--- config.mk ---
export PLATFORM = sky130hd
export DESIGN_NAME = mbist_controller
export DESIGN_NICKNAME = d
export VERILOG_FILES = /design/src/rtl/mbist_controller.sv
export SDC_FILE = /design/constraint.sdc
export NUM_CORES = 1
export LEC_CHECK = 0
export CORE_MARGIN = 3
export CORE_UTILIZATION = 57
export CTS_CLUSTER_DIAMETER = 120
export CTS_CLUSTER_SIZE = 10
export DETAILED_ROUTE_END_ITERATION = 8
export PLACE_DENSITY = 0.85
export SLEW_MARGIN = 40
export SYNTH_ARGS = -nofsm -noshare
export SYNTH_HDL_FRONTEND = slang
export SYNTH_SLANG_ARGS = --single-unit
--- constraint.sdc ---
create_clock -name clk -period 7.1 [get_ports clk]
set_input_delay 1.065 -clock clk [delete_from_list [all_inputs] [get_ports clk]]
set_output_delay 1.065 -clock clk [all_outputs]
set_load 0.005 [all_outputs]
--- src/rtl/mbist_controller.sv ---
// mbist_controller: March C- memory BIST sequencer.
//   Runs March C- over the whole memory for three data backgrounds
//   (solid, checkerboard, row stripe). Each background's pattern comes from
//   an external decoder with a two-cycle latency. The first read miscompare
//   is logged and the test stops there.
// Ports:
//   clk, rst_n            clock (rising edge), asynchronous active-low reset
//   start                 level sampled in IDLE/DONE; starts a test
//   dec_in / dec_out      background code to the decoder / pattern back
//   mem_addr, mem_we, mem_re, mem_wdata, mem_rdata
//                         memory port; read data arrives the cycle after mem_re
//   busy, done, fail      status
//   fail_addr, fail_bg, fail_elem
//                         first-failure log
module mbist_controller #(
    parameter int AW = 8,
    parameter int WL = 4
) (
    input  logic          clk,
    input  logic          rst_n,
    input  logic          start,
    output logic [3:0]    dec_in,
    input  logic [WL-1:0] dec_out,
    output logic [AW-1:0] mem_addr,
    output logic          mem_we,
    output logic          mem_re,
    output logic [WL-1:0] mem_wdata,
    input  logic [WL-1:0] mem_rdata,
    output logic          busy,
    output logic          done,
    output logic          fail,
    output logic [AW-1:0] fail_addr,
    output logic [1:0]    fail_bg,
    output logic [2:0]    fail_elem
);

    typedef enum logic [2:0] {
        S_IDLE, S_SETTLE, S_RUN, S_DRAIN, S_DONE
    } state_t;

    localparam logic [AW-1:0] ADDR_MAX = '1;
    localparam logic [2:0] M0 = 3'd0, M1 = 3'd1, M2 = 3'd2,
                           M3 = 3'd3, M4 = 3'd4, M5 = 3'd5;

    state_t        state_q, state_d;
    logic [1:0]    bg_q, bg_d;
    logic [2:0]    elem_q, elem_d;
    logic          op_q, op_d;          // 0: first op of the element, 1: second
    logic [AW-1:0] addr_q, addr_d;
    logic          settle_q, settle_d;
    logic          cmp_vld_q, cmp_vld_d;
    logic [WL-1:0] cmp_exp_q, cmp_exp_d;
    logic [AW-1:0] cmp_addr_q, cmp_addr_d;
    logic [1:0]    cmp_bg_q, cmp_bg_d;
    logic [2:0]    cmp_elem_q, cmp_elem_d;
    logic          fail_q, fail_d;
    logic [AW-1:0] fail_addr_q, fail_addr_d;
    logic [1:0]    fail_bg_q, fail_bg_d;
    logic [2:0]    fail_elem_q, fail_elem_d;

    // Current-operation decode. Every element except M0 opens with a read.
    logic          is_down, is_read, last_op, op_inv, term_addr, running, mismatch;
    logic [WL-1:0] op_data;
    logic [2:0]    elem_nx;

    assign is_down   = (elem_q == M3) || (elem_q == M4);
    assign is_read   = (elem_q != M0) && !op_q;
    assign last_op   = (elem_q == M0) || (elem_q == M5) || op_q;
    // Reads of M2/M4 and writes of M1/M3 use the complement ~D.
    assign op_inv    = is_read ? ((elem_q == M2) || (elem_q == M4))
                               : ((elem_q == M1) || (elem_q == M3));
    assign op_data   = op_inv ? ~dec_out : dec_out;
    assign term_addr = is_down ? (addr_q == '0) : (addr_q == ADDR_MAX);
    assign elem_nx   = elem_q + 3'd1;
    assign running   = (state_q == S_RUN);
    assign mismatch  = cmp_vld_q && (mem_rdata != cmp_exp_q);

    assign dec_in    = {1'b0, bg_q, 1'b1};
    assign mem_addr  = addr_q;
    assign mem_we    = running && !is_read;
    assign mem_re    = running && is_read;
    assign mem_wdata = (running && !is_read) ? op_data : '0;
    assign busy      = (state_q == S_SETTLE) || (state_q == S_RUN) || (state_q == S_DRAIN);
    assign done      = (state_q == S_DONE);
    assign fail      = fail_q;
    assign fail_addr = fail_addr_q;
    assign fail_bg   = fail_bg_q;
    assign fail_elem = fail_elem_q;

    always_comb begin
        state_d     = state_q;
        bg_d        = bg_q;
        elem_d      = elem_q;
        op_d        = op_q;
        addr_d      = addr_q;
        settle_d    = settle_q;
        cmp_vld_d   = 1'b0;           // a registered read is consumed the next cycle
        cmp_exp_d   = cmp_exp_q;
        cmp_addr_d  = cmp_addr_q;
        cmp_bg_d    = cmp_bg_q;
        cmp_elem_d  = cmp_elem_q;
        fail_d      = fail_q;
        fail_addr_d = fail_addr_q;
        fail_bg_d   = fail_bg_q;
        fail_elem_d = fail_elem_q;

        case (state_q)
            S_IDLE, S_DONE: begin
                if (start) begin
                    state_d     = S_SETTLE;
                    bg_d        = 2'd0;
                    settle_d    = 1'b0;
                    fail_d      = 1'b0;
                    fail_addr_d = '0;
                    fail_bg_d   = '0;
                    fail_elem_d = '0;
                end
            end
            // Two quiet cycles cover the decoder latency after dec_in changes.
            S_SETTLE: begin
                if (settle_q) begin
                    state_d = S_RUN;
                    elem_d  = M0;
                    op_d    = 1'b0;
                    addr_d  = '0;
                end else begin
                    settle_d = 1'b1;
                end
            end
            S_RUN: begin
                if (is_read) begin
                    cmp_vld_d  = 1'b1;
                    cmp_exp_d  = op_data;
                    cmp_addr_d = addr_q;
                    cmp_bg_d   = bg_q;
                    cmp_elem_d = elem_q;
                end
                if (!last_op) begin
                    op_d = 1'b1;
                end else begin
                    op_d = 1'b0;
                    if (!term_addr) begin
                        addr_d = is_down ? addr_q - AW'(1) : addr_q + AW'(1);
                    end else if (elem_q != M5) begin
                        elem_d = elem_nx;
                        // M3 and M4 walk downwards, so they start at the top.
                        addr_d = ((elem_nx == M3) || (elem_nx == M4)) ? ADDR_MAX : '0;
                    end else if (bg_q != 2'd2) begin
                        bg_d     = bg_q + 2'd1;
                        state_d  = S_SETTLE;
                        settle_d = 1'b0;
                    end else begin
                        state_d = S_DRAIN;
                    end
                end
            end
            S_DRAIN: state_d = S_DONE;
            default: state_d = S_IDLE;
        endcase

        // The final read of a background can miscompare during SETTLE or DRAIN.
        if (mismatch && busy) begin
            state_d     = S_DONE;
            cmp_vld_d   = 1'b0;
            fail_d      = 1'b1;
            fail_addr_d = cmp_addr_q;
            fail_bg_d   = cmp_bg_q;
            fail_elem_d = cmp_elem_q;
        end
    end

    always_ff @(posedge clk or negedge rst_n) begin
        if (!rst_n) begin
            state_q     <= S_IDLE;
            bg_q        <= '0;
            elem_q      <= '0;
            op_q        <= 1'b0;
            addr_q      <= '0;
            settle_q    <= 1'b0;
            cmp_vld_q   <= 1'b0;
            cmp_exp_q   <= '0;
            cmp_addr_q  <= '0;
            cmp_bg_q    <= '0;
            cmp_elem_q  <= '0;
            fail_q      <= 1'b0;
            fail_addr_q <= '0;
            fail_bg_q   <= '0;
            fail_elem_q <= '0;
        end else begin
            state_q     <= state_d;
            bg_q        <= bg_d;
            elem_q      <= elem_d;
            op_q        <= op_d;
            addr_q      <= addr_d;
            settle_q    <= settle_d;
            cmp_vld_q   <= cmp_vld_d;
            cmp_exp_q   <= cmp_exp_d;
            cmp_addr_q  <= cmp_addr_d;
            cmp_bg_q    <= cmp_bg_d;
            cmp_elem_q  <= cmp_elem_d;
            fail_q      <= fail_d;
            fail_addr_q <= fail_addr_d;
            fail_bg_q   <= fail_bg_d;
            fail_elem_q <= fail_elem_d;
        end
    end

endmodule

==> summary.txt <==
Setup path
  • Crit path cell chain: inv_1 > ha_1 > nor2_1 > mux2i_1 > o21ai_1 > xnor2_1 > nor2_1 > clkdlybuf4s50_1
  • Crit Path Class: flip-flop to primary output
  • Crit end category: primary output
  • Data required, critical path: ~6000 ps
  • Crit-path slowest cell: clkdlybuf4s50_1
  • Critical path's largest stage delay: 510 ps
  • Crit start category: flip-flop
  • Reg2reg start: elem_q[0]$_DFFE_PN0P_
  • Worst Reg-to-Reg Cells: 10
  • Crit Reg-Reg Endpoint: mem_addr[7]$_DFFE_PN0P_
  • Worst path top cell family by delay: buffers and inverters
  • Crit path top cell by count: nor2_1
  • Arrival time at the worst endpoint: 2500 ps
  • R2r setup slk: about 4300 ps
  • Worst path buffer plus inverter count: 2
  • CP max FO: 6

Clocking
  • Num CTS Buffers: 5
  • # clock sinks: 50
  • Number of setup buffers added after CTS: 0
  • Hold buffers post-CTS: 0
  • H-tree levels: 2
  • CTS root buf: clkbuf_8
  • TritonCTS clock tree: built
  • Clock Path Buffers: 2
  • Post-cts gate resize count: 0
  • Reg clk slew, reported paths: 90 ps
  • Clk_lat worst skew: 310 ps

Global route
  • Vias in the first global route: 2,108
  • First-pass GRT wire length: 9.439 mm
  • Total track usage: 21.77%
  • Grt total ovfl: 0
  • Initial antenna violation count: 0
  • Largest net degree at the start of global routing: 51
  • Met2 Usage GRT: between 30% and 40%
  • Grt peak-use layer: met2
  • Grt met1 use: ~31%
  • M3 GR Usage: 3.872%

STA
  • Worst Tran Pin Value: 605.3 ps
  • Setup violators final: 0
  • RSZ-0062 raised after global routing: false
  • Period Utilization, post-route: 50.17%
  • Setup Skew: 4.384 ps
  • Highest clock rate: 280.7 MHz
  • Final worst slack: 3538 ps
  • Crit path time final: about 3600 ps
  • Rel. slew slack: 59.64%
  • Final setup TNS: 0 ps
  • Slew Viols, Final: 0
  • Fin. Hold Viols: 0

Detailed routing
  • WL/cell: 14.15 um
  • DR vias/cell: 5.712
  • Vias: 2,222
  • Initial DRC Count: around 180
  • DRC Markers: 0
  • DRT Pass-1 Iters: 5
  • Routed wire length: 5.506 mm
  • Antenna Violating Nets Remaining: 0

Logic synthesis
  • Synth Instances: 297
  • Synth top area share: 46.27%
  • Count of different cell masters after synthesis: 53
  • Syn_nets: between 300 and 400
  • Post-synth EDFFs: 0
  • Syn avg cell area: 9.104 sq um
  • Yosys Warn Count: 0
  • Ys flop type: dfrtp_1
  • Async SR Flop Fraction: 100.0%
  • Synth area leader: dfrtp_1
  • Mapped cell area: 2704 sq um
  • Ranking of synthesized cells by area: dfrtp_1, nand2_1, o21ai_0, ha_1, a21oi_1
  • Register area share after synthesis: 46.27%
  • Post-synthesis register bit count: 50

Die
  • I/O Pins: 45
  • Total core area: 4474 sq um
  • Effective utilization at floorplan: 60.43%
  • Vert. Die Dim: 74.88 um
  • Die X: between 70 and 80 um
  • FP Rows: 24
  • Die ar.: 5606 sq um

Pwr
  • P per Cell Area: approximately 210 nW/um^2
  • Maximum vdd drop: 214.7 uV
  • Static leakage: between 1 and 1.5 nW
  • Sw Ratio: 33.60%
  • Reg power frac: 47.5%
  • Sw Pwr: roughly 0.00023 W
  • Cell Int Power: roughly 0.00046 W
  • Combinational fraction of design power: about 28%
  • Clock share of power: 24.0%

Layout
  • Area grow syn2layout: 19.71%
  • Final net count: approximately 360
  • Share of layout cells above drive strength 1: 7.122%
  • N_diodes: 0
  • Final instance area: 3237 sq um

Hold path
  • Hold Path End: fail_addr[7]$_DFFE_PN0P_
  • Hold WC Path Type: flip-flop to flip-flop
  • Hold depth: 2
  • Worst hold path startpoint: cmp_addr_q[7]$_DFFE_PN0P_

Status
  • Status: finished, final reports clean

Placed design
  • Post-detail-place hpwl: about 4 mm
  • RePlAce Congestion: 0.8969
  • Area after DPL: about 3100 sq um
  • Setup WS pre-CTS: 3786 ps
  • I/O Buffers: between 40 and 50

Run
  • Max-cap viol count: 0
tightest hold or removal path: cells and delay by family (launching register included):
| family | cells | cell delay, ps |
|---|---|---|
| simple gates | 1 | 50 |
| compound gates | 1 | 60 |
| flops | 1 | 350 |
metrics by stage:
step | utilization, % | hold slack, ps | total power (W) | cells
3_5_place_dp | 70.16 | 462.0 | 0.0005305 | 381
2_1_floorplan | - | 445.5 | 0.0004529 | 297
4_1_cts | 72.18 | 484.7 | 0.0006962 | 389
3_3_place_gp | 70.11 | 458.7 | 0.0005273 | 381
5_1_grt | 72.34 | 510.2 | 0.0007364 | 389
6_report | 72.34 | 486.0 | 0.0006937 | 389
power by group through the flow:
stage	Sequential (W)	Combinational [W]	Clock, W
finish	0.000330	0.000197	0.000166
global route	0.000334	0.000222	0.000180
CTS	0.000329	0.000198	0.000169
detailed placement	0.000335	0.000196	0
global placement	0.000334	0.000193	0
floorplan	0.000326	0.000127	0
cells by family after synthesis:
logic type / share of synthesized area, %
adder cells (fa/ha/maj): 6.201
AND/OR/NAND/NOR: 18.93
other: 0.2778
AO/OA/AOI/OAI: 18.19
XOR/XNOR: 3.239
buffers and inverters: 5.183
multiplexers: 1.712
flip-flops: 46.27
metal layers:
metal  vias to the layer above  routed length (um)  share of wire (%)
met5                         -                   0                  0
met4                         0                 109                2.0
met3                        13                 234                4.2
met2                        55                2555                 46
met1                      1055                2607                 47
li1                       1099                   -                  -
how the worst max path moves through the flow:
stage / slack [ps] / from / cells after the start / end
after CTS: 3520 / elem_q[0]$_DFFE_PN0P_ / 8 / mem_wdata[2]
after floorplan: 4580 / elem_q[0]$_DFFE_PN0P_ / 7 / mem_wdata[0]
final: 3540 / elem_q[0]$_DFFE_PN0P_ / 8 / mem_wdata[2]
after global routing: 3360 / elem_q[0]$_DFFE_PN0P_ / 8 / mem_wdata[2]
after global placement: 3810 / dec_out[3] / 4 / mem_wdata[3]
after detailed placement: 3790 / dec_out[2] / 4 / mem_wdata[2]
cell usage after synthesis, drive strengths merged (2+ instances only):
cell type  number
nor4            3
conb            2
xnor2           5
nor3            2
xor2            5
and2            2
a21o            6
nand3           9
mux2            2
inv            17
o41ai           5
buf             6
nand2          69
o2bb2ai         4
o21ai          32
nand4           3
dfrtp          50
a21boi          2
nor2           17
a21oi          13
clkbuf          5
o31ai           2
o22ai           2
ha             11
or3             2
or2             2
nand2b          2
mux2i           2
cells in the final DEF (no fill, tap or decap), types with 3 or more instances in the layout:
cell type and count:
a21o_1 6, nand2_1 67, nand3_1 9, o41ai_1 4, o2bb2ai_1 4, clkbuf_8 5
inv_1 17, xnor2_1 5, clkdlybuf4s50_1 41, xor2_1 5, nor4_1 3, dfrtp_1 50
o21ai_0 30, nand4_1 3, ha_1 11, nor2_1 17, a21oi_1 13
final cells by class:
| cell class | instances | area, sq um |
|---|---|---|
| sequential | 50 | 1251 |
| inverter | 18 | 80.08 |
| timing repair buffer | 43 | 425.4 |
| clock buffer | 5 | 68.82 |
| multi-input combinational | 218 | 1325 |
| tap | 52 | 65.06 |
| fill | 342 | 1237 |
| clock inverter | 3 | 21.27 |
state kept, by name, summed over array words and instances, names as in the netlist, 3 cells and up:
| name | count |
|---|---|
| fail_addr | 8 |
| cmp_elem_q | 3 |
| mem_addr | 8 |
| fail_elem | 3 |
| cmp_addr_q | 8 |
| elem_q | 3 |
| state_q | 3 |
| cmp_exp_q | 4 |
Note: power is estimated with default switching activity, not from simulation.
